==> config.mk <==
export PLATFORM = sky130hd
export DESIGN_NAME = uart_rx_fifo
export DESIGN_NICKNAME = d
export VERILOG_FILES = /design/src/rtl/uart_rx_fifo.sv
export SDC_FILE = /design/constraint.sdc
export NUM_CORES = 1
export LEC_CHECK = 0
export CELL_PAD_IN_SITES_DETAIL_PLACEMENT = 2
export CELL_PAD_IN_SITES_GLOBAL_PLACEMENT = 2
export CORE_UTILIZATION = 45
export CTS_CLUSTER_SIZE = 8
export DETAILED_ROUTE_END_ITERATION = 16
export GPL_TIMING_DRIVEN = 0
export PLACE_DENSITY = 0.95
export SYNTH_ARGS = -nofsm -noshare
export SYNTH_HDL_FRONTEND = slang
export SYNTH_SLANG_ARGS = --single-unit
==> constraint.sdc <==
create_clock -name clk -period 4 [get_ports clk]
set_input_delay 0.8 -clock clk [delete_from_list [all_inputs] [get_ports clk]]
set_output_delay 0.8 -clock clk [all_outputs]
set_load 0.05 [all_outputs]
==> src/rtl/uart_rx_fifo.sv <==
// uart_rx_fifo: oversampling UART receiver with a small output FIFO.
// The frame is start + DATA_BITS (LSB first) + optional parity + STOP_BITS.
// Optional feature macro: UART_PARITY_EN. When it is defined, a parity bit is
// checked (PARITY_ODD selects odd parity) and parity_err is live. When it is
// undefined, the parity logic is absent and parity_err is tied low.
// Handshake: rx_data/rx_valid show the FIFO head. A word is consumed on every
// clock edge where rx_valid & rx_ready are both high. rx_data is only
// meaningful while rx_valid is high.
module uart_rx_fifo #(
    parameter int CLKS_PER_BIT = 434,
    parameter int DATA_BITS    = 8,
    parameter int STOP_BITS    = 1,
    parameter int FIFO_DEPTH   = 4,
    parameter int PARITY_ODD   = 0
) (
    input  logic                          clk,
    input  logic                          rst_n,
    input  logic                          rx,
    output logic [DATA_BITS-1:0]          rx_data,
    output logic                          rx_valid,
    input  logic                          rx_ready,
    output logic [$clog2(FIFO_DEPTH):0]   fifo_level,
    output logic                          busy,
    output logic                          frame_err,
    output logic                          overrun,
    output logic                          parity_err
);
    localparam int CW = $clog2(CLKS_PER_BIT);
    localparam int AW = $clog2(FIFO_DEPTH);
    localparam int LW = AW + 1;
    localparam logic [CW-1:0] HALF = CW'(CLKS_PER_BIT / 2);
    localparam logic [CW-1:0] LAST = CW'(CLKS_PER_BIT - 1);

    typedef enum logic [2:0] {IDLE, START, DATA, PARITY, STOP, BREAK} state_t;

    state_t               state;
    logic                 s1, rs;
    logic [1:0]           fill;
    logic                 armed;
    logic [CW-1:0]        cnt;
    logic [3:0]           bit_cnt;
    logic [1:0]           stop_cnt;
    logic                 stop_ok;
    logic [DATA_BITS-1:0] shreg;
    logic                 par_bad;

    logic [DATA_BITS-1:0] mem [FIFO_DEPTH];
    logic [AW-1:0]        wr_ptr, rd_ptr;
    logic [LW-1:0]        level;

    // Mid-bit sample strobe and FIFO control.
    logic sample, leaving, full, pop, do_push;
    assign sample   = (cnt == HALF);
    assign leaving  = (state == STOP) && stop_ok;
    assign full     = (level == LW'(FIFO_DEPTH));
    assign pop      = rx_valid && rx_ready;
    assign do_push  = leaving && !par_bad && (!full || pop);

    assign rx_data    = mem[rd_ptr];
    assign rx_valid   = (level != '0);
    assign fifo_level = level;
    assign busy       = (state != IDLE);

    // Two-flop synchroniser; armed goes high once the line has been seen
    // idle after reset, so a line held low through reset starts nothing.
    always_ff @(posedge clk or negedge rst_n) begin
        if (!rst_n) begin
            s1    <= 1'b1;
            rs    <= 1'b1;
            fill  <= 2'b00;
            armed <= 1'b0;
        end else begin
            s1    <= rx;
            rs    <= s1;
            fill  <= {fill[0], 1'b1};
            armed <= armed | (fill[1] & rs);
        end
    end

    // Receive FSM: bit timing, data shift, stop check and frame_err pulse.
    // The bit counter free-runs through a frame, so after the start bit is
    // confirmed at mid-bit every later sample also lands at mid-bit.
    always_ff @(posedge clk or negedge rst_n) begin
        if (!rst_n) begin
            state     <= IDLE;
            cnt       <= '0;
            bit_cnt   <= '0;
            stop_cnt  <= '0;
            stop_ok   <= 1'b0;
            shreg     <= '0;
            frame_err <= 1'b0;
        end else begin
            frame_err <= 1'b0;
            if (state == IDLE) cnt <= '0;
            else               cnt <= (cnt == LAST) ? '0 : cnt + CW'(1);
            case (state)
                IDLE: if (armed && !rs) state <= START;
                START: if (sample) begin
                    if (rs) begin
                        state <= IDLE;
                    end else begin
                        state   <= DATA;
                        bit_cnt <= '0;
                    end
                end
                DATA: if (sample) begin
                    shreg <= {rs, shreg[DATA_BITS-1:1]};
                    if (bit_cnt == 4'(DATA_BITS - 1)) begin
`ifdef UART_PARITY_EN
                        state <= PARITY;
`else
                        state <= STOP;
`endif
                        stop_cnt <= '0;
                        stop_ok  <= 1'b0;
                    end else begin
                        bit_cnt <= bit_cnt + 4'd1;
                    end
                end
`ifdef UART_PARITY_EN
                PARITY: if (sample) state <= STOP;
`endif
                STOP: begin
                    if (stop_ok) begin
                        stop_ok <= 1'b0;
                        state   <= IDLE;
                    end else if (sample) begin
                        if (!rs) begin
                            frame_err <= 1'b1;
                            state     <= BREAK;
                        end else if (stop_cnt == 2'(STOP_BITS - 1)) begin
                            stop_ok <= 1'b1;
                        end else begin
                            stop_cnt <= stop_cnt + 2'd1;
                        end
                    end
                end
                BREAK: if (rs) state <= IDLE;
                default: state <= IDLE;
            endcase
        end
    end

`ifdef UART_PARITY_EN
    logic par_err_q;
    assign parity_err = par_err_q;

    // Latch the parity verdict at the parity sample; pulse it when the frame completes.
    always_ff @(posedge clk or negedge rst_n) begin
        if (!rst_n) begin
            par_bad   <= 1'b0;
            par_err_q <= 1'b0;
        end else begin
            par_err_q <= leaving && par_bad;
            if (state == PARITY && sample)
                par_bad <= ((^shreg) ^ rs) != (PARITY_ODD != 0);
        end
    end
`else
    logic unused_parity;
    assign unused_parity = (PARITY_ODD != 0);
    assign par_bad       = 1'b0;
    assign parity_err    = 1'b0;
`endif

    // FIFO storage, pointers and occupancy; overrun when a good word meets a full FIFO.
    always_ff @(posedge clk or negedge rst_n) begin
        if (!rst_n) begin
            for (int i = 0; i < FIFO_DEPTH; i++) mem[i] <= '0;
            wr_ptr  <= '0;
            rd_ptr  <= '0;
            level   <= '0;
            overrun <= 1'b0;
        end else begin
            overrun <= leaving && !par_bad && full && !pop;
            if (do_push) begin
                mem[wr_ptr] <= shreg;
                wr_ptr      <= wr_ptr + AW'(1);
            end
            if (pop) rd_ptr <= rd_ptr + AW'(1);
            case ({do_push, pop})
                2'b10:   level <= level + LW'(1);
                2'b01:   level <= level - LW'(1);
                default: level <= level;
            endcase
        end
    end

endmodule

* Word level (Yosys, flattened, before mapping)
Cells that the tools add are included.
** Operators by class
- Equal/unequal tests :: 23
- $add $sub $neg :: 7
- Magnitude comparators :: 3
- Bitwise operators :: 4
- Reductions and logical operators :: 23
- Muxes and demuxes :: 42
** Operators with widths (number)
- $bwmux 32 :: 1
- $mux 3 :: 8
- $mux 8 :: 3
- $ne 2x2->1 const B :: 10
- $mux 9 :: 2
- $bmux 8 s2 :: 1
- $demux 8 s2 :: 1
- $mux 4 :: 4
- $pmux 3 s5 :: 1
- $mux 2 :: 7
- $reduce_and 7->1 :: 2
- $mux 1 :: 10
- $add 9x1->9 const B :: 1
- $eq 3x3->1 const B :: 3
- $eq 9x8->1 const B :: 1
- $eq 9x9->1 const B :: 1
- $pmux 4 s2 :: 1
- $logic_and 1x1->1 :: 7
- $add 2x1->2 const B :: 3
- $ge 3x3->1 const B :: 2
- $ne 3x3->1 const B :: 2
- $not 2->3 :: 2
- $pmux 3 s2 :: 1
- $reduce_bool 2->1 :: 3
- other kinds (22) :: 25
** Storage, ports and cells
- Word-level logic and storage cells :: 121
- Input bits :: 4
- Output and inout port bits :: 16
- Register bits :: 73

* Longest topological paths before layout
Gate-level depths: netlist of the first run.
- Depth in word-level cells :: 6
- Mapped depth :: 11
- Mapped depth without buffers :: 9

* Least setup slack after synthesis of the first run
OpenSTA, ideal clock, no wires.
- Path kind :: input -> register
- Start point :: in rx_ready
- End point :: reg level[2] (netlist: fifo_level[2])
- Library setup time :: 0.082 ns
- Required time :: 3.918 ns
- Buffers on the path :: 1
- Stages :: 10
- Arrival time :: 2.641 ns
- Path slack :: 1.278 ns
- Cells stage by stage :: or4b_1 > and3_1 > buf_6 > inv_1 > ha_1 > inv_1 > fa_1 > xor2_1 > nor2_1 > xor2_1
** Between the ends
- Longest elaborated chain between the ends :: 5
- Elaborated cells on any way between the ends :: 7
- Those cells by class :: 2 x eq/ne; 1 x mux; 4 x reduce/logical
** Ends and longest elaborated chain
- start, declared :: RTL line 21 : input logic rx_ready,
- $logic_and 1x1->1 * :: RTL line 56 : assign pop = rx_valid && rx_ready;
- $logic_or 1x1->1 :: RTL line 57 : assign do_push = leaving && !par_bad && (!full || pop);
- $logic_and 1x1->1 :: RTL line 57
- $eq 2x1->1 / $eq 2x2->1 (equally long branches) :: RTL line 181 : case ({do_push, pop})
- $pmux 3 s2 / $reduce_bool 2->1 (equally long branches)
- end signal, assigned :: RTL line 182 : 2'b10: level <= level + LW'(1);
- end signal, assigned :: RTL line 183 : 2'b01: level <= level - LW'(1);
- end signal, assigned :: RTL line 184 : default: level <= level;
- end, declared :: RTL line 49 : logic [LW-1:0] level;
Every way passes the cells marked *; elsewhere a longest branch is shown, timed or not.
A chain may end at the register's enable or synchronous reset.

* Worst setup path after layout of the first run
- Start point :: reg rd_ptr[1]
- End point :: out rx_data[3]
** Between the ends
- Longest elaborated chain between the ends :: 4
** Ends and longest elaborated chain
- start, declared :: RTL line 48 : logic [AW-1:0] wr_ptr, rd_ptr;
- start signal, assigned :: RTL line 180 : if (pop) rd_ptr <= rd_ptr + AW'(1);
- $not 2->3 (not written as such) :: RTL line 59 : assign rx_data = mem[rd_ptr];
- $bmux 8 s2 :: RTL line 59
- $mux 8 (not written as such) (2 in series) :: RTL line 59
- end, declared :: RTL line 19 : output logic [DATA_BITS-1:0] rx_data,
No other way between the ends. The select of a mux whose other input is x is not followed.

==> key figures, run 1 <==
Timing
  – Hold_ws: around 0.35 ns
  – Final worst setup slack: 0.839 ns
  – Fin Setup TNS: 0 ns
  – Worst-margin pin slew: about 1.2 ns
  – Max Slew Vio Count: 0
  – Final Critical Period: 3.16 ns
  – Final setup fails: 0
  – FMAX: roughly 320 MHz
  – Unrepaired setup endpoints after global routing: no
  – Hold Fails Final Rpt: 0
  – Final period util: 79.0%
  – Clock skew: around 0.0066 ns
  – Slew headroom: approximately 17%

Run
  – Maxcap violations: 0

Pwr
  – Lkg Pwr: 1.83 nW
  – Comb power frac: 20.6%
  – Total power: about 1.8 mW
  – Psw: 568 µW
  – Power per cell area: 442 nW/µm²
  – Clock network power share: 33.6%
  – Sequential power share: 45.8%
  – Internal power: 1.20 mW
  – Worst IR Drop VDD: between 300 and 400 µV
  – Net Sw Frac: around 32%

Floorplanning
  – DIE WIDTH: approximately 90 µm
  – DIE HEIGHT: 90.2 µm
  – Core area: roughly 7400 µm²
  – Top Ports: 20
  – FP Rows: 31
  – Initial Util: 47.5%
  – Full die area: 8130 µm²

Setup path
  – Crit path max fanout: 9
  – Req. time, crit path: 3.20 ns
  – RR Startpoint: fifo_level[1]
  – R2R Setup Slk: roughly 1.4 ns
  – Crit path DAT: 2.36 ns
  – CP endpoint kind: primary output
  – Reg2reg end: fifo_level[2]
  – Reg2reg path depth: 10
  – CP endpoint: rx_data[3]
  – Worst setup SP type: flop
  – Crit Path Class: flop to primary output
  – Setup crit start: rd_ptr[1]

Logic synthesis
  – Cell count after synthesis: 264
  – Dominant synthesized flop cell: dfrtp_1
  – Ys Warns: 0
  – Area share of the largest cell type after synthesis: 50.8%
  – Library cells used by synthesis: 49
  – Register area share after synthesis: 52.3%
  – Synthesized Nets: 278
  – Syn avg cell area: 13.2 µm²
  – Most frequent cell after synthesis: dfrtp_1
  – Yosys top cell by area: dfrtp_1
  – Synth top area cells: dfrtp_1 (51%), mux2_2 (10%), mux4_2 (5.2%), ha_1 (3.2%), mux2_4 (3.0%)
  – Post-synthesis async set-or-reset flop share: 100%
  – #FFs+latches synth: 73
  – Synth Cell Area: 3500 µm²
  – Post-synth EDFFs: 0
  – Synth top cells by count: dfrtp_1 (71), mux2_2 (31), nor2_1 (16)

GRT
  – M2 GR Usage: 40.6%
  – First-pass GRT wire length: roughly 14,000 µm
  – Largest net degree at the start of global routing: 74
  – Antenna violations before repair: 0
  – GRT met1 Usage: 25.8%
  – Vias in the first global route: 2,521
  – Total grt overflow: 0
  – GRT busiest layer: met2
  – All-Layer GR Usage: 22.2%
  – GR Util met3: between 5 and 6%

Layout
  – Post-Layout Cell Count: approximately 400
  – Nets: 307
  – Number of diodes: 0
  – Layout Utilization: 54.3%
  – Share of cells above drive strength 1: between 20% and 30%
  – Post-route cell area: between 4000 and 5000 µm²
  – P&R area growth vs syn: 14.4%

Place
  – DPL Wire Length: 5640 µm
  – Pre-CTS setup slack: 0.674 ns
  – Placed Cells incl. Taps: 381
  – DP Area: 3800 µm²
  – RePlAce Congestion: between 0.7 and 0.8
  – Buffers on Ports: 18

Status
  – Status: completed

Clocking
  – CTS Hold Buffers Added: 0
  – Clk_lat worst skew: 0.36 ns
  – Clk root buf: clkbuf_8
  – Longest Clk Path Bufs: 2
  – Post-CTS Setup Inserts: 0
  – Clock sinks: 73
  – Total CTS buffers: 9
  – # H-tree levels: 3
  – CTS tree: yes
  – Reg clk slew, reported paths: about 0.080 ns
  – PostCTS Resize Cnt: 0

Routing
  – Via count: 2,153
  – Drt pass-1 iters: 4
  – WL/cell: between 20 and 25 µm
  – Avg Vias per Cell: 5.42
  – Residual DRC count: 0
  – Final wirelength: 8050 µm
  – DRT iter0 DRCs: 41
  – Post-DRT Antenna Nets: 0

Min path
  – Hold Path Depth: 0
  – Hold Crit Class: flop to flop
## worst min-delay path by stage
stage / from / endpoint
2_1_floorplan: fill[0] / fill[1]
3_3_place_gp: fill[0] / fill[1]
3_5_place_dp: fill[0] / fill[1]
4_1_cts: fill[0] / fill[1]
5_1_grt: fill[0] / fill[1]
6_report: fill[0] / fill[1]
## layout by cell type (no fill, tap or decap), types with 2 or more instances in the layout
master	synthesis	final
clkbuf_8	0	9
ha_1	9	9
and2_1	3	3
inv_6	0	2
nand4_1	6	6
and3_1	2	2
mux4_2	8	8
dfrtp_1	71	71
nor3b_1	2	2
nand3_1	5	5
nand2_8	4	4
nand2_1	12	12
or4b_1	2	2
dfstp_2	2	2
o21ai_0	7	7
nor2_1	16	16
or3_1	3	3
nand4b_1	2	2
mux2_4	7	7
clkdlybuf4s50_1	0	17
buf_4	1	2
buf_6	3	3
nand2b_1	3	3
inv_1	14	14
mux2i_1	2	2
o211ai_1	5	5
conb_1	2	2
mux2_1	4	4
buf_2	3	3
clkinvlp_4	0	3
mux2_2	31	31
xnor2_1	4	4
xor2_1	10	10
nor3_1	2	2
## state kept, by name, indices dropped and copies added, names as in the netlist, 2 cells and up
name        cells
rd_ptr          2
bit_cnt         4
stop_cnt        2
wr_ptr          2
cnt             9
fill            2
fifo_level      3
mem            32
shreg           8
state           3
## worst max-delay path, cell delays in order, from the launching register on
cell and delay, ns:
dfrtp_1 0.34, buf_1 0.50, mux4_2 0.34, clkdlybuf4s50_1 0.82
## area by class of cell
| type | count | area [µm²] |
|---|---|---|
| repair buffers | 18 | 178 |
| multi-input cells | 169 | 1560 |
| clock inverters | 7 | 78.8 |
| well taps | 99 | 124 |
| clock buffers | 9 | 124 |
| flip-flops and latches | 73 | 1830 |
| fillers | 691 | 3370 |
| plain buffers | 8 | 60.1 |
| inverters | 14 | 52.6 |
## power by group through the flow
stage	Combinational [mW]	Clock, mW	Sequential [mW]
final	0.364	0.595	0.811
after global routing	0.393	0.637	0.817
after CTS	0.368	0.608	0.812
after detailed placement	0.355	0	0.825
after global placement	0.331	0	0.821
after floorplan	0.255	0	0.813
## per-layer routing
metal	share of wire (%)	vias up	wire length, µm
li1	-	984	-
met4	1.7	0	133
met2	54	23	4340
met3	2.1	15	172
met5	0	-	0
met1	42	1131	3400
## cell families (layout without fill, tap and decap cells)
| group | Yosys count | after routing | synth area share (%) |
|---|---|---|---|
| AOI/OAI and AO/OA | 21 | 21 | 4.08 |
| and+or+nand+nor | 70 | 70 | 12.9 |
| adders and majority gates | 10 | 10 | 3.79 |
| buffers and inverters | 22 | 56 | 3.22 |
| xor gates and xnor gates | 14 | 14 | 3.51 |
| other | 2 | 2 | 0.215 |
| muxes | 52 | 52 | 20.0 |
| DFF | 73 | 73 | 52.3 |
(Power assumes the default switching activity.)
==> inputs of run 2 (changes only) <==
CORE_UTILIZATION = 38   (was 45)
PLACE_DENSITY = 0.87   (was 0.95)
clock period = 2.9 ns   (was 4 ns; I/O delays follow)
==> key figures, run 2 (synthesized netlist as in run 1, its figures left out) <==
Pwr
  – Lkg Pwr: 1.94 nW (+6.1%)
  – Comb power frac: 20.8% (+0.2 points)
  – Net Sw Frac: 32.1% (about the same)
  – Psw: 739 µW (+30%)
  – Total power: 2.31 mW (+30%)
  – Clock network power share: 31.0% (-2.6 points)
  – Internal power: 1.57 mW (+30%)
  – Sequential power share: 48.3% (+2.5 points)
  – Power per cell area: 578 nW/µm² (+31%)
  – Worst IR Drop VDD: 411 µV (+21%)

Floorplanning
  – Initial Util: 39.7% (-7.7 points)
  – FP Rows: 34 (+9.7%)
  – Full die area: 9590 µm² (+18%)
  – DIE WIDTH: 97.9 µm (+8.6%)
  – DIE HEIGHT: 97.9 µm (+8.6%)
  – Core area: 8810 µm² (+19%)
  – Top Ports: 20 (unchanged)

Clocking
  – Clock sinks: 73 (unchanged)
  – # H-tree levels: 3 (unchanged)
  – Post-CTS Setup Inserts: 0 (unchanged)
  – Clk_lat worst skew: 0.35 ns (about the same)
  – Longest Clk Path Bufs: 2 (unchanged)
  – Reg clk slew, reported paths: 0.08 ns (about the same)
  – Clk root buf: clkbuf_8
  – Total CTS buffers: 9 (unchanged)
  – CTS tree: yes

Layout
  – FILL cells: 864 (+25%)
  – Max reg flops: 32 (unchanged)
  – P&R area growth vs syn: 14.1%
  – Share of cells above drive strength 1: 26.6% (-0.25 points)
  – Reg with most FFs: mem
  – Register Area: 1830 µm² (unchanged)
  – Layout Utilization: 45.3% (-9.0 points)
  – Post-route cell area: 3990 µm² (-0.31%)
  – Nets: 306 (-0.33%)
  – Footprint of the multi-input gates: 1560 µm² (unchanged)
  – Number of diodes: 0 (unchanged)
  – Commonest non-fill, non-tap cell in the layout: dfrtp_1
  – Top Registers: mem: 32 flops, cnt: 9 flops, shreg: 8 flops
  – Post-Layout Cell Count: 405 (+2.0%)
  – Most frequent cells in the layout: dfrtp_1 (71), mux2_2 (31), nor2_1 (16)

Place
  – DP Area: 3810 µm² (+0.30%)
  – RePlAce Congestion: 0.772 (-1.9%)
  – Pre-CTS setup slack: -0.212 ns (-0.887 ns)
  – Placed Cells incl. Taps: 390 (+2.4%)
  – DPL Wire Length: 5040 µm (-11%)
  – Buffers on Ports: 18 (unchanged)

Timing
  – FMAX: around 360 MHz
  – Hold_ws: 0.337 ns (-0.0172 ns)
  – Hold Fails Final Rpt: 0 (unchanged)
  – Clock skew: 0.0114 ns (+0.00483 ns)
  – Final Critical Period: 2.76 ns
  – Fin Setup TNS: 0 ns (unchanged)
  – Max Slew Vio Count: 0 (unchanged)
  – Final setup fails: 0 (unchanged)
  – Slew headroom: 23.9% (+7.3 points)
  – Worst-margin pin slew: 1.13 ns (-0.108 ns)
  – Final period util: 95.0%
  – Final worst setup slack: 0.145 ns (-0.694 ns)
  – Unrepaired setup endpoints after global routing: no

Routing
  – WL/cell: 18.0 µm (-11%)
  – Residual DRC count: 4 (+4)
  – DRT iter0 DRCs: 68 (+66%)
  – Drt pass-1 iters: 11 (+7)
  – Post-DRT Antenna Nets: 0 (unchanged)
  – Via count: 2,145 (-0.37%)
  – Final wirelength: 7280 µm (-9.6%)
  – Avg Vias per Cell: 5.30 (-2.3%)

Setup path
  – CP max stage delay: 0.49 ns (-0.33 ns)
  – CP endpoint kind: flop
  – Crit Path Class: primary input to flop
  – CP max stage cell: or4b_1
  – Worst-path cell chain: clkdlybuf4s50_1 > or4b_1 > and3_1 > buf_6 > inv_1 > ha_1 > inv_1 > fa_1 > xor2_1 > nor2_1 > xor2_1
  – WP buf/inv: 4 (+2)
  – Worst setup SP type: primary input
  – Critical Path Stages: 11 (+8)
  – Delay-heaviest family, CP: simple AND/OR/NAND/NOR gates
  – Req. time, crit path: 3.17 ns (-0.03 ns)
  – Crit path DAT: 3.02 ns (+0.66 ns)
  – Reg2reg path depth: 10 (unchanged)
  – Crit path max fanout: 8 (-1)

GRT
  – All-Layer GR Usage: 16.9% (-5.3 points)
  – Vias in the first global route: 2,440 (-3.2%)
  – Largest net degree at the start of global routing: 74 (unchanged)
  – Antenna violations before repair: 0 (unchanged)
  – Total grt overflow: 0 (unchanged)
  – First-pass GRT wire length: 12,400 µm (-9.2%)

Status
  – Status: finished, violations left
  – Failing checks: design-rule violations

Run
  – Maxcap violations: 0 (unchanged)

Min path
  – Hold Crit Class: primary input to async pin
==> run 2: final timing paths <==
kind	from	end	slack, ns
worst max-delay path	rx_ready	fifo_level[2]	0.14
worst min-delay path	rst_n	mem[22]	0.34
worst max register to register	fifo_level[1]	fifo_level[2]	0.31
worst min register to register	s1	rs	0.36
max in group asynchronous	rst_n	cnt[8]	1.91
min in group clk	s1	rs	0.36
==> run 2: repair_timing <==
item | CTS | global route
hold buffers | 0 | 0
setup endpoints to repair | 3 | 6
gates resized for setup | 2 | 6
==> run 2: per-layer routing <==
layer  routed length [µm]  global-route usage [%]
met1                 3100                    19.6
met2                 3940                    30.9
met3                  183                    4.51
met4                   60                    4.55
met5                    0                       0
==> run 2: worst reg2reg max path, delay by kind of cell (launching register included) <==
family / cells / cell delay (ns)
AND/OR/NAND/NOR: 3 / 0.87
adder cells (fa/ha/maj): 2 / 0.58
XOR/XNOR: 2 / 0.31
flip-flops: 1 / 0.43
buffers and inverters: 3 / 0.32
==> run 2: area by class of cell <==
class,count,share of cell area [%]
Buffer,7,1.41
Clock buffer,10,3.20
Clock inverter,6,1.07
Inverter,14,1.32
Multi-Input combinational cell,169,39.0
Sequential cell,73,45.9
Tap cell,108,3.39
Timing Repair Buffer,18,4.77
==> run 2: power by group through the flow <==
stage	sequential, mW	combinational, mW	clock (mW)
finish	1.11	0.479	0.714
global route	1.12	0.527	0.780
CTS	1.11	0.487	0.747
detailed placement	1.13	0.479	0
global placement	1.13	0.460	0
floorplan	1.12	0.351	0
